--- config.mk ---
export PLATFORM = sky130hd
export DESIGN_NAME = dmem_bridge
export DESIGN_NICKNAME = d
export VERILOG_FILES = /design/src/rtl/dmem_bridge.sv
export SDC_FILE = /design/constraint.sdc
export NUM_CORES = 1
export LEC_CHECK = 0
export CAP_MARGIN = 0
export CORE_MARGIN = 1.5
export CORE_UTILIZATION = 39
export DETAILED_ROUTE_END_ITERATION = 8
export GPL_TIMING_DRIVEN = 0
export HOLD_SLACK_MARGIN = 0.05
export PLACE_DENSITY = 0.79
export REMOVE_ABC_BUFFERS = 1
export SYNTH_ARGS = -nofsm -noshare
export SYNTH_HDL_FRONTEND = slang
export SYNTH_SLANG_ARGS = --single-unit
--- constraint.sdc ---
create_clock -name clk -period 2.9 [get_ports clk]
set_input_delay 0.435 -clock clk [delete_from_list [all_inputs] [get_ports clk]]
set_output_delay 0.435 -clock clk [all_outputs]
set_load 0.01 [all_outputs]
--- src/rtl/dmem_bridge.sv ---
// dmem_bridge: single-outstanding load/store bridge from the core LSU to a valid/ready memory port.
// Optional macro DMEM_TIMEOUT_EN aborts a BUSY transaction after TIMEOUT_CYCLES cycles without mem_ready.
module dmem_bridge #(
  parameter int TIMEOUT_CYCLES = 255
) (
  input  logic        clk,
  input  logic        rst_n,
  input  logic        req_valid,
  input  logic [3:0]  req_we,
  input  logic [31:0] req_addr,
  input  logic [31:0] req_wdata,
  output logic        stall,
  output logic [31:0] rdata,
  output logic        rdata_valid,
  output logic        err,
  output logic        mem_valid,
  output logic [31:0] mem_addr,
  output logic [31:0] mem_wdata,
  output logic [3:0]  mem_wstrb,
  input  logic        mem_ready,
  input  logic [31:0] mem_rdata
);
  typedef enum logic [1:0] {IDLE, BUSY, DONE} state_t;
  state_t state, state_nx;
  logic accept, finish, abort;
  if (TIMEOUT_CYCLES < 1) begin : g_bad_timeout
    $error("dmem_bridge: TIMEOUT_CYCLES must be at least 1");
  end
  assign accept = state == IDLE && req_valid;
  assign finish = state == BUSY && mem_ready;
  assign stall  = accept || state == BUSY;
`ifdef DMEM_TIMEOUT_EN
  localparam int CW = $clog2(TIMEOUT_CYCLES + 1);
  logic [CW-1:0] cnt;
  // Abort on the cycle the count would reach TIMEOUT_CYCLES, giving exactly that many BUSY cycles.
  assign abort = state == BUSY && !mem_ready && cnt == CW'(TIMEOUT_CYCLES - 1);
  always_ff @(posedge clk) begin
    if (!rst_n || state != BUSY) cnt <= '0;
    else if (!mem_ready) cnt <= cnt + CW'(1);
  end
  always_ff @(posedge clk) begin
    if (!rst_n) err <= 1'b0;
    else err <= abort;
  end
`else
  assign abort = 1'b0;
  assign err   = 1'b0;
`endif
  always_comb begin
    state_nx = state;
    state_nx = accept ? BUSY : (finish || abort) ? DONE : state == DONE ? IDLE : state;
  end
  always_ff @(posedge clk) begin
    if (!rst_n) begin
      state       <= IDLE;
      mem_valid   <= 1'b0;
      mem_addr    <= '0;
      mem_wdata   <= '0;
      mem_wstrb   <= '0;
      rdata       <= '0;
      rdata_valid <= 1'b0;
    end else begin
      state       <= state_nx;
      rdata_valid <= finish && mem_wstrb == 4'b0000;
      if (accept) begin
        mem_valid <= 1'b1;
        mem_addr  <= req_addr;
        mem_wdata <= req_wdata;
        mem_wstrb <= req_we;
      end else if (finish || abort) begin
        mem_valid <= 1'b0;
      end
      if (finish && mem_wstrb == 4'b0000) rdata <= mem_rdata;
    end
  end
endmodule
=== After elaboration in Yosys (flattened, before gate mapping) ===
Cells that the tools add are included.

* Input port bits: 104
* Register bits after elaboration: 104
* Output and inout port bits: 104
* Word-level logic and storage cells: 26

* Reduce and logical (&&, ||, !) cells: 10
* Eq/ne operators: 2
* Mux-type cells: 5
* Bitwise operators: 1

{| class="wikitable"
|+ Operators with widths
! operator !! number
|-
| $logic_not A4 Y1 || 1
|-
| $mux W2 || 2
|-
| $reduce_bool A2 Y1 || 2
|-
| $logic_and A1 B1 Y1 || 3
|-
| $mux W1 || 3
|-
| $reduce_bool A3 Y1 || 1
|-
| $eq A2 B1 Y1 const B || 1
|-
| $eq A2 B2 Y1 const B || 1
|-
| $logic_not A2 Y1 || 1
|-
| $reduce_or A2 Y1 || 1
|-
| $logic_or A1 B1 Y1 || 1
|-
| $not A1 Y1 || 1
|}

=== Logic depth before layout (Yosys ltp) ===
Gate-level depths: netlist (run 1).

* Word-level depth: 4
* Mapped depth: 6
* Mapped depth without buffers: 3

=== Worst setup path before layout (run 1) ===
Ideal clock, no wire load.

* Path kind: register to register
* Start point: reg mem_wstrb[3]
* End point: reg rdata[0]
* Setup time: 0.072 ns
* Arrival time: 1.406 ns
* Cell stages (with the launch flop): 5
* Path buffers: 1
* Clock period less this slack: 1.478 ns
* Setup slack: 1.422 ns
* Data required time: 2.828 ns
* Path through: dfxtp_1 or4_4 nor2_8 buf_12 mux2i_1

* Longest elaborated chain between the ends: 2

{| class="wikitable"
|+ RTL lines
! item !! RTL line !! source
|-
| from (decl) || 19 || <nowiki>output logic [3:0] mem_wstrb,</nowiki>
|-
| from (signal assigned) || 69 || <nowiki>mem_wstrb <= req_we;</nowiki>
|-
| $logic_not A4 Y1 || 73 || <nowiki>if (finish && mem_wstrb == 4'b0000) rdata <= mem_rdata;</nowiki>
|-
| $logic_and A1 B1 Y1 || 73 ||
|-
| to (signal assigned) || 73 ||
|-
| to (decl) || 13 || <nowiki>output logic [31:0] rdata,</nowiki>
|}

Every way passes these cells.
A chain may end at the register's enable or synchronous reset.

=== Final worst setup path (run 1) ===
* Start point: in req_valid
* End point: out stall

* Longest elaborated chain between the ends: 2

{| class="wikitable"
|+ RTL lines
! item !! RTL line !! source
|-
| from (decl) || 8 || <nowiki>input logic req_valid,</nowiki>
|-
| $logic_and A1 B1 Y1 || 29 || <nowiki>assign accept = state == IDLE && req_valid;</nowiki>
|-
| $logic_or A1 B1 Y1 || 31 || <nowiki>assign stall = accept || state == BUSY;</nowiki>
|-
| to (decl) || 12 || <nowiki>output logic stall,</nowiki>
|}

Every way passes these cells.

==> results.tsv, run 1 <==
metric	value	unit
CTS max path bufs	2	
CTS Hold Bufs	0	
initial antenna violation count	0	
layout cells sized above 1	3.72	%
DR vias	3587	
f_max	0.487	GHz
design area	6330	µm²
Port Buf Inserts	206	
WS Path Type	in2out	
Sum Neg Setup Slack	0	ns
routed length per instance	13.7	µm
skew final	0.00834	ns
antenna-violating nets left	0	
Sequential Area	2080	µm²
drt first-iter violations	82	
Yosys reg bits	104	
Clock transition at path regs	0.09	ns
Final Cycle Share	70.8	%
Worst Max-Slew Pin Slew	0.695	ns
yosys warns	0	
vias per cell	4.60	
area leader, netlist	dfxtp_1	
vias in the first global route	3664	
Setup violations, final	0	
Routed WL	10700	µm
# IOs	208	
Final Wtd Congestion	0.770	
Hold Vio Cnt, Final	0	
Metal-1 WL	4330	µm
total iterations of the first detailed-routing run	4	
fin crit period	2.05	ns
Skew-Pair Late Insertion Delay	0.36	ns
DRC Markers	0	
Congestion Overflow GR	0	
Slew Limit Fails	0	
worst vdd ir	0.279	mV
Antenna Cells	0	
Max-Cap Viols	0	
placed cell area	6110	µm²
post_cts resized	0	
H-tree levels	3	
sequential area share after synthesis	52.3	%
Area growth, synth to finish	58.8	%
Fillers	852	
met2 wire length	5310	µm
Max Used Layer	met4	
Crit. End Element	output port	
Worst Hold Slack	0.454	ns
Die ar.	10800	µm²
Tot GR Track Use	19.9	%
largest net degree at the start of global routing	70	
Clk Tree Root Cell	clkbuf_8	
Yosys cell types	24	
RSZ-0062 raised after global routing	false	
setup bufs post-CTS	0	
CP Launch Type	input pin	
Post-Syn Instances	453	
Worst EP required	2.47	ns
Nets	745	
outcome	completed	
Leak	2.33	nW
area of the multi-input gates	1700	µm²
clk sinks	104	
Synth top area share	52.3	%
Layout Utilization	64.4	%
synth top area cells	dfxtp_1 (52%), nand2_1 (19%), a21boi_0 (11%)	
met3 WL	708	µm
Initial Util	40.6	%
Critical Path Fanout Max	3	
Worst Path Arrival	1.62	ns
Pwr Density	489	nW/µm²
core area	9820	µm²
Die Y	104	µm
DPL Wire Length	7830	µm
Mean Syn Cell Area	8.79	µm²
Relative slew margins	53.7	%
Die W	104	µm
first-pass GRT wire length	17500	µm
Post-Synthesis Cell Area	3980	µm²
CTS Buf Count	9	
CTS tree	yes	
row count	36	
HP Class	reg2reg	
sequential cells by signal, indices dropped and copies added, names as in the netlist:
name	cells
mem_wstrb	4
mem_valid	1
mem_addr	32
rdata_valid	1
state	2
rdata	32
mem_wdata	32
Yosys cell counts, drive strengths merged:
master,n
a21boi,69
a21oi,1
and2,1
buf,16
clkbuf,18
conb,1
dfxtp,104
inv,1
mux2i,32
nand2,200
nand3b,1
nor2,3
nor2b,1
nor3b,1
o211a,1
o21ai,1
or3b,1
or4,1
kinds of logic after synthesis:
kind of cell,Yosys count,synth area share (%)
compound gates,72,13.5
buf+inv,35,5.12
flops,104,52.3
mux,32,8.04
other cells,1,0.0942
simple gates,209,21.0
power by group:
part | switching, mW | leakage (nW) | total, mW | internal, mW
sequential | 0.0415 | 0.850 | 1.55 | 1.51
combinational | 0.234 | 1.38 | 0.572 | 0.338
clock | 0.462 | 0.108 | 0.973 | 0.511
total | 0.737 | 2.33 | 3.09 | 2.36
critical path: stages:
cell,delay [ns]
clkdlybuf4s50_1,0.50
nor2_1,0.05
nor2_1,0.08
clkdlybuf4s50_1,0.55
cell usage in the layout, fill, tap and decap left out, types with 2 or more instances in the layout:
cell type        Yosys  final
nor2_1               2      2
clkbuf_8             0     10
clkbuf_1            18      3
a21boi_0            58     58
clkdlybuf4s50_1      0    205
buf_8                0      2
bufinv_16            0      2
dfxtp_1            104    104
buf_12               3      2
nand2_1            200    200
a21boi_1            11     11
mux2i_1             32     32
cell type report:
type                    instances  area share [%]
well taps                     133            2.63
clock buffers                  13            2.35
repair buffers                211            34.1
multi-input cells             314            26.9
inverters                       1          0.0593
clock inverters                 3            1.03
flip-flops and latches        104            32.9
metrics by stage:
| stage | power (mW) | cells | setup WS (ns) |
|---|---|---|---|
| after detailed placement | 2.16 | 763 | 0.544 |
| final | 3.09 | 779 | 0.848 |
| after global routing | 3.23 | 779 | 0.775 |
| after CTS | 3.13 | 779 | 0.833 |
| after global placement | 2.13 | 758 | -1.53 |
| after floorplan | 1.77 | 419 | 0.176 |
layer usage:
metal | vias up | GRT usage, %
met5 | - | 0
met4 | 0 | 8.83
met3 | 26 | 5.70
met2 | 118 | 36.0
met1 | 1628 | 21.4
li1 | 1815 | -
path summary, 6_finish.rpt:
check | from | endpoint | slack [ns] | depth (start not counted)
setup / recovery | req_valid | stall | 0.85 | 4
hold / removal | mem_addr[25] | mem_addr[25] | 0.45 | 2
setup reg to reg | state[0] | mem_addr[20] | 1.09 | 5
hold reg to reg | mem_addr[25] | mem_addr[25] | 0.45 | 2
(Power assumes the default switching activity.)
==> run 2, diff against run 1 <==
==> constraint.sdc (replaced) <==
create_clock -name clk -period 1.95 [get_ports clk]
set_input_delay 0.2925 -clock clk [delete_from_list [all_inputs] [get_ports clk]]
set_output_delay 0.2925 -clock clk [all_outputs]
set_load 0.01 [all_outputs]
==> results.tsv, run 2 (same netlist as run 1, synthesis figures left out) <==
metric	value	unit	change
layout cells sized above 1	4.45	%	+0.74 points
design area	6360	µm²	+0.59%
Worst Hold Slack	0.454	ns	unchanged
vias in the first global route	3664		unchanged
commonest non-fill, non-tap cell in the layout	clkdlybuf4s50_1		
core area	9820	µm²	unchanged
f_max	0.547	GHz	
Leak	2.36	nW	+1.1%
H-tree levels	3		unchanged
Placed Instances	763		unchanged
DR vias	3607		+0.56%
Die W	104	µm	unchanged
Hold Crit Depth	2		unchanged
R2R Path Start	mem_wstrb[3]		
outcome	completed		
Tot GR Track Use	19.9	%	unchanged
Worst Max-Slew Pin Slew	0.695	ns	+0.0000960 ns
Pwr Density	725	nW/µm²	+48%
clk sinks	104		unchanged
worst vdd ir	0.414	mV	+49%
Skew-Pair Late Insertion Delay	0.36	ns	about the same
Antenna Cells	0		unchanged
Crit. End Element	output port		
Initial Util	40.6	%	unchanged
Die Y	104	µm	unchanged
Port Buf Inserts	206		unchanged
Congestion Overflow GR	0		unchanged
Hold Vio Cnt, Final	0		unchanged
Critical Path Fanout Max	6		+3
Fillers	845		-0.82%
Tot Pwr	4.61	mW	+49%
Clock transition at path regs	0.09	ns	about the same
skew final	0.00842	ns	+0.0000797 ns
first-pass GRT wire length	17500	µm	unchanged
largest net degree at the start of global routing	70		unchanged
max incr delay on CP	0.55	ns	about the same
Clk Tree Root Cell	clkbuf_8		
antenna-violating nets left	0		unchanged
Setup violations, final	0		unchanged
DPL Wire Length	7830	µm	unchanged
Max stage delay cell, worst path	clkdlybuf4s50_1		
Final Cycle Share	93.8	%	
Sequential Area	2080	µm²	unchanged
CTS tree	yes		
WS Path Type	reg2out		
Buf/Inv on CP	1		-1
Worst EP required	1.66	ns	-0.81 ns
HP Class	reg2reg		
crit path cell chain	nor2_1, nor2_1, clkdlybuf4s50_1		
Max-Cap Viols	0		unchanged
area of the multi-input gates	1700	µm²	unchanged
Final Wtd Congestion	0.770		unchanged
commonest non-fill, non-tap cells in the layout	clkdlybuf4s50_1 (205), nand2_1 (200), dfxtp_1 (104)		
Slew Limit Fails	0		unchanged
Top cell by count, worst path	nor2_1		
final cell count without fillers	784		+0.64%
Worst Path Arrival	1.54	ns	-0.08 ns
DRC Markers	0		unchanged
CTS max path bufs	2		unchanged
total iterations of the first detailed-routing run	4		unchanged
routed length per instance	13.7	µm	+0.42%
drt first-iter violations	88		+7.3%
Relative slew margins	53.7	%	about the same
initial antenna violation count	0		unchanged
# IOs	208		unchanged
row count	36		unchanged
reg2reg path depth	3		-2
CP Launch Type	register		
HP Start	mem_addr[25]		
placed cell area	6110	µm²	unchanged
Die ar.	10800	µm²	unchanged
Area growth, synth to finish	59.8	%	
fin crit period	1.83	ns	
post_cts resized	0		unchanged
Hold Path End	mem_addr[25]		
RSZ-0062 raised after global routing	false		
Routed WL	10800	µm	+1.1%
Nets	750		+0.67%
CTS Buf Count	9		unchanged
biggest regs	mem_addr x32, mem_wdata x32, rdata x32		
vias per cell	4.60		about the same
RR Endpoint	rdata[26]		
flop2flop setup slack	0.16	ns	-0.93 ns
Crit path max-delay family	buffers and inverters		
## run 2: repair_timing
item                                    4_1_cts  5_1_grt
endpoints found under the hold margin         0        0
endpoints found under the setup margin        0        1
buffers inserted                              0        5
hold buffers                                  0        0
## run 2: metrics by stage
stage	TNS (ns)	setup WS, ns	utilization (%)
floorplan	-50.83	-0.739	-
global placement	-227.56	-2.34	61.2
detailed placement	-7.56	-0.264	62.2
CTS	0	0.0804	64.4
global route	0	0.0130	64.8
finish	0	0.121	64.8
## run 2: per-layer routing
metal / wire length (µm) / up-vias / global-route usage [%] / part of all wire [%]
li1: - / 1825 / - / -
met2: 5350 / 118 / 36.0 / 50
met4: 311 / 0 / 8.83 / 2.9
met5: 0 / - / 0 / 0
met3: 680 / 26 / 5.70 / 6.3
met1: 4430 / 1638 / 21.4 / 41
## run 2: worst max-delay path by stage
stage,from,end,depth (start not counted)
2_1_floorplan,state[0],mem_addr[0],3
3_3_place_gp,req_valid,mem_addr[5],4
3_5_place_dp,req_valid,mem_addr[20],6
4_1_cts,state[0],stall,3
5_1_grt,state[0],stall,3
6_report,state[0],stall,3
## run 2: final cells by class
| cell class | instances | area share, % |
|---|---|---|
| Clock inverter | 3 | 1.02 |
| Inverter | 1 | 0.0590 |
| Sequential cell | 104 | 32.7 |
| Multi-Input combinational cell | 314 | 26.8 |
| Tap cell | 133 | 2.62 |
| Clock buffer | 13 | 2.34 |
| Timing Repair Buffer | 216 | 34.5 |
## run 2: worst min-delay path, stage by stage (launching register included)
cell      delay [ns]
dfxtp_1         0.32
nand2_1         0.05
a21boi_1        0.05
## run 2: report_power, final
part           switching [mW]  internal, mW
Clock                   0.688         0.759
Sequential             0.0619          2.24
Combinational           0.351         0.514
Total                    1.10          3.51
==> run 3, diff against run 2 <==
--- a/config.mk
+++ b/config.mk
@@ -9,7 +9,6 @@
 export CORE_MARGIN = 1.5
 export CORE_UTILIZATION = 39
 export DETAILED_ROUTE_END_ITERATION = 8
-export GPL_TIMING_DRIVEN = 0
 export HOLD_SLACK_MARGIN = 0.05
 export PLACE_DENSITY = 0.79
 export REMOVE_ABC_BUFFERS = 1
==> results.tsv, run 3 (same netlist as run 1, synthesis figures left out) <==
metric	value	unit	change
outcome	completed		
total iterations of the first detailed-routing run	4		unchanged
Psw	1.14	mW	+4.0%
skew final	0.0126	ns	+0.00415 ns
f_max	0.554	GHz	+1.4%
Comb power frac	18.1	%	-0.7 points
# IOs	208		unchanged
Leak	2.36	nW	-0.15%
Flop pwr share	49.1	%	-0.8 points
Relative slew margins	65.2	%	+12 points
Clock transition at path regs	0.09	ns	about the same
H-tree levels	3		unchanged
DR vias	3570		-1.0%
clock power share	32.9	%	+1.5 points
Die ar.	10800	µm²	unchanged
Die Y	104	µm	unchanged
Die W	104	µm	unchanged
commonest non-fill, non-tap cell in the layout	clkdlybuf4s50_1		
Hold Vio Cnt, Final	0		unchanged
fin crit period	1.80	ns	-0.0251 ns
peak-usage layer in the global routing report	met2		
commonest non-fill, non-tap cells in the layout	clkdlybuf4s50_1 (205), nand2_1 (200), dfxtp_1 (103)		
routed length per instance	13.5	µm	-2.0%
Worst Path Arrival	1.51	ns	-0.03 ns
DRC Markers	0		unchanged
Slew Limit Fails	0		unchanged
met3 global-route usage	5.58	%	-0.13 points
CTS Hold Bufs	0		unchanged
R2R Path Start	mem_wstrb[3]		
Worst EP required	1.66	ns	about the same
Critical Path Fanout Max	3		-3
first-pass GRT wire length	17100	µm	-2.7%
reg2reg path depth	4		+1
Worst Max-Slew Pin Slew	0.522	ns	-0.173 ns
Pwr Density	737	nW/µm²	+1.6%
Hold Path End	mem_addr[25]		
Nets	747		-0.40%
CTS Buf Count	9		unchanged
worst vdd ir	0.427	mV	+3.1%
initial antenna violation count	0		unchanged
vias per cell	4.57		-0.65%
GR Layer Usage met1	22.7	%	+1.3 points
DPL Wire Length	7460	µm	-4.7%
largest net degree at the start of global routing	137		+96%
placed cell area	6130	µm²	+0.29%
met2 Use GR	32.8	%	-3.2 points
Final Wtd Congestion	0.746		-3.2%
clk sinks	104		unchanged
Skew-Pair Late Insertion Delay	0.36	ns	about the same
Sw Share	24.4	%	+0.53 points
RSZ-0062 raised after global routing	false		
HP Start	mem_addr[25]		
Initial Util	40.6	%	unchanged
antenna-violating nets left	0		unchanged
Setup violations, final	0		unchanged
Congestion Overflow GR	0		unchanged
Hold Crit Depth	2		unchanged
row count	36		unchanged
Internal	3.55	mW	+1.0%
CTS tree	yes		
design area	6370	µm²	about the same
Placed Instances	765		+0.26%
final cell count without fillers	781		-0.38%
CP Launch Type	input pin		
HP Class	reg2reg		
Antenna Cells	0		unchanged
Final Cycle Share	92.5	%	-1.3 points
Clk Tree Root Cell	clkbuf_8		
Routed WL	10500	µm	-2.4%
WS Path Type	in2out		
Tot GR Track Use	19.3	%	-0.55 points
flop2flop setup slack	0.33	ns	+0.17 ns
Port Buf Inserts	206		unchanged
drt first-iter violations	123		+40%
Crit. End Element	output port		
Area growth, synth to finish	59.9	%	about the same
core area	9820	µm²	unchanged
biggest regs	mem_addr x32, mem_wdata x32, rdata x32		
RR Endpoint	rdata[5]		
layout cells sized above 1	4.63	%	+0.17 points
CTS max path bufs	2		unchanged
Max-Cap Viols	0		unchanged
vias in the first global route	3490		-4.7%
run 3: layout make-up:
class	count	area, µm²
Tap cell	133	166
Clock buffer	11	151
Sequential cell	104	2080
Inverter	1	3.75
Timing Repair Buffer	213	2170
Multi-Input combinational cell	314	1700
Fill cell	814	3450
Clock inverter	5	86.3
run 3: power groups by stage:
stage	Combinational [mW]	Clock (mW)	Sequential, mW
after CTS	0.857	1.58	2.30
final	0.847	1.54	2.30
after global placement	0.838	0	2.35
after floorplan	0.234	0	2.40
after global routing	0.918	1.67	2.32
after detailed placement	0.853	0	2.35
run 3: per-stage QoR:
step | TNS [ns] | worst slack, ns | util, % | hold slack [ns] | total power, mW
floorplan | -50.83 | -0.739 | - | 0.414 | 2.64
global placement | 0 | 0.136 | 62.4 | 0.439 | 3.18
detailed placement | 0 | 0.0950 | 62.4 | 0.446 | 3.20
CTS | 0 | 0.0744 | 64.8 | 0.448 | 4.75
global route | 0 | 0.0702 | 64.9 | 0.466 | 4.91
finish | 0 | 0.146 | 64.9 | 0.454 | 4.69
run 3: worst max-delay path by stage:
stage              start  slack (ns)  depth (start not counted)       endpoint
4_1_cts         state[0]        0.07                          3          stall
3_3_place_gp   req_valid        0.14                          5  mem_wdata[18]
6_report       req_valid        0.15                          4          stall
3_5_place_dp   req_valid         0.1                          5  mem_wdata[26]
5_1_grt        req_valid        0.07                          4          stall
2_1_floorplan   state[0]       -0.74                          3    mem_addr[0]
run 3: critical path: stages:
cell and delay [ns]:
clkdlybuf4s50_1 0.51, nor2_1 0.05, nor2_1 0.10, clkdlybuf4s50_1 0.55
run 3: what timing repair did:
item,in CTS,in global routing
gates resized for setup,0,1
setup endpoints to repair,0,1
setup buffers,0,0
run 3: routing by layer:
metal | share of wire (%) | wire length (µm)
met1 | 42 | 4430
met2 | 49 | 5130
met3 | 6.8 | 712
met4 | 2.3 | 246
met5 | 0 | 0
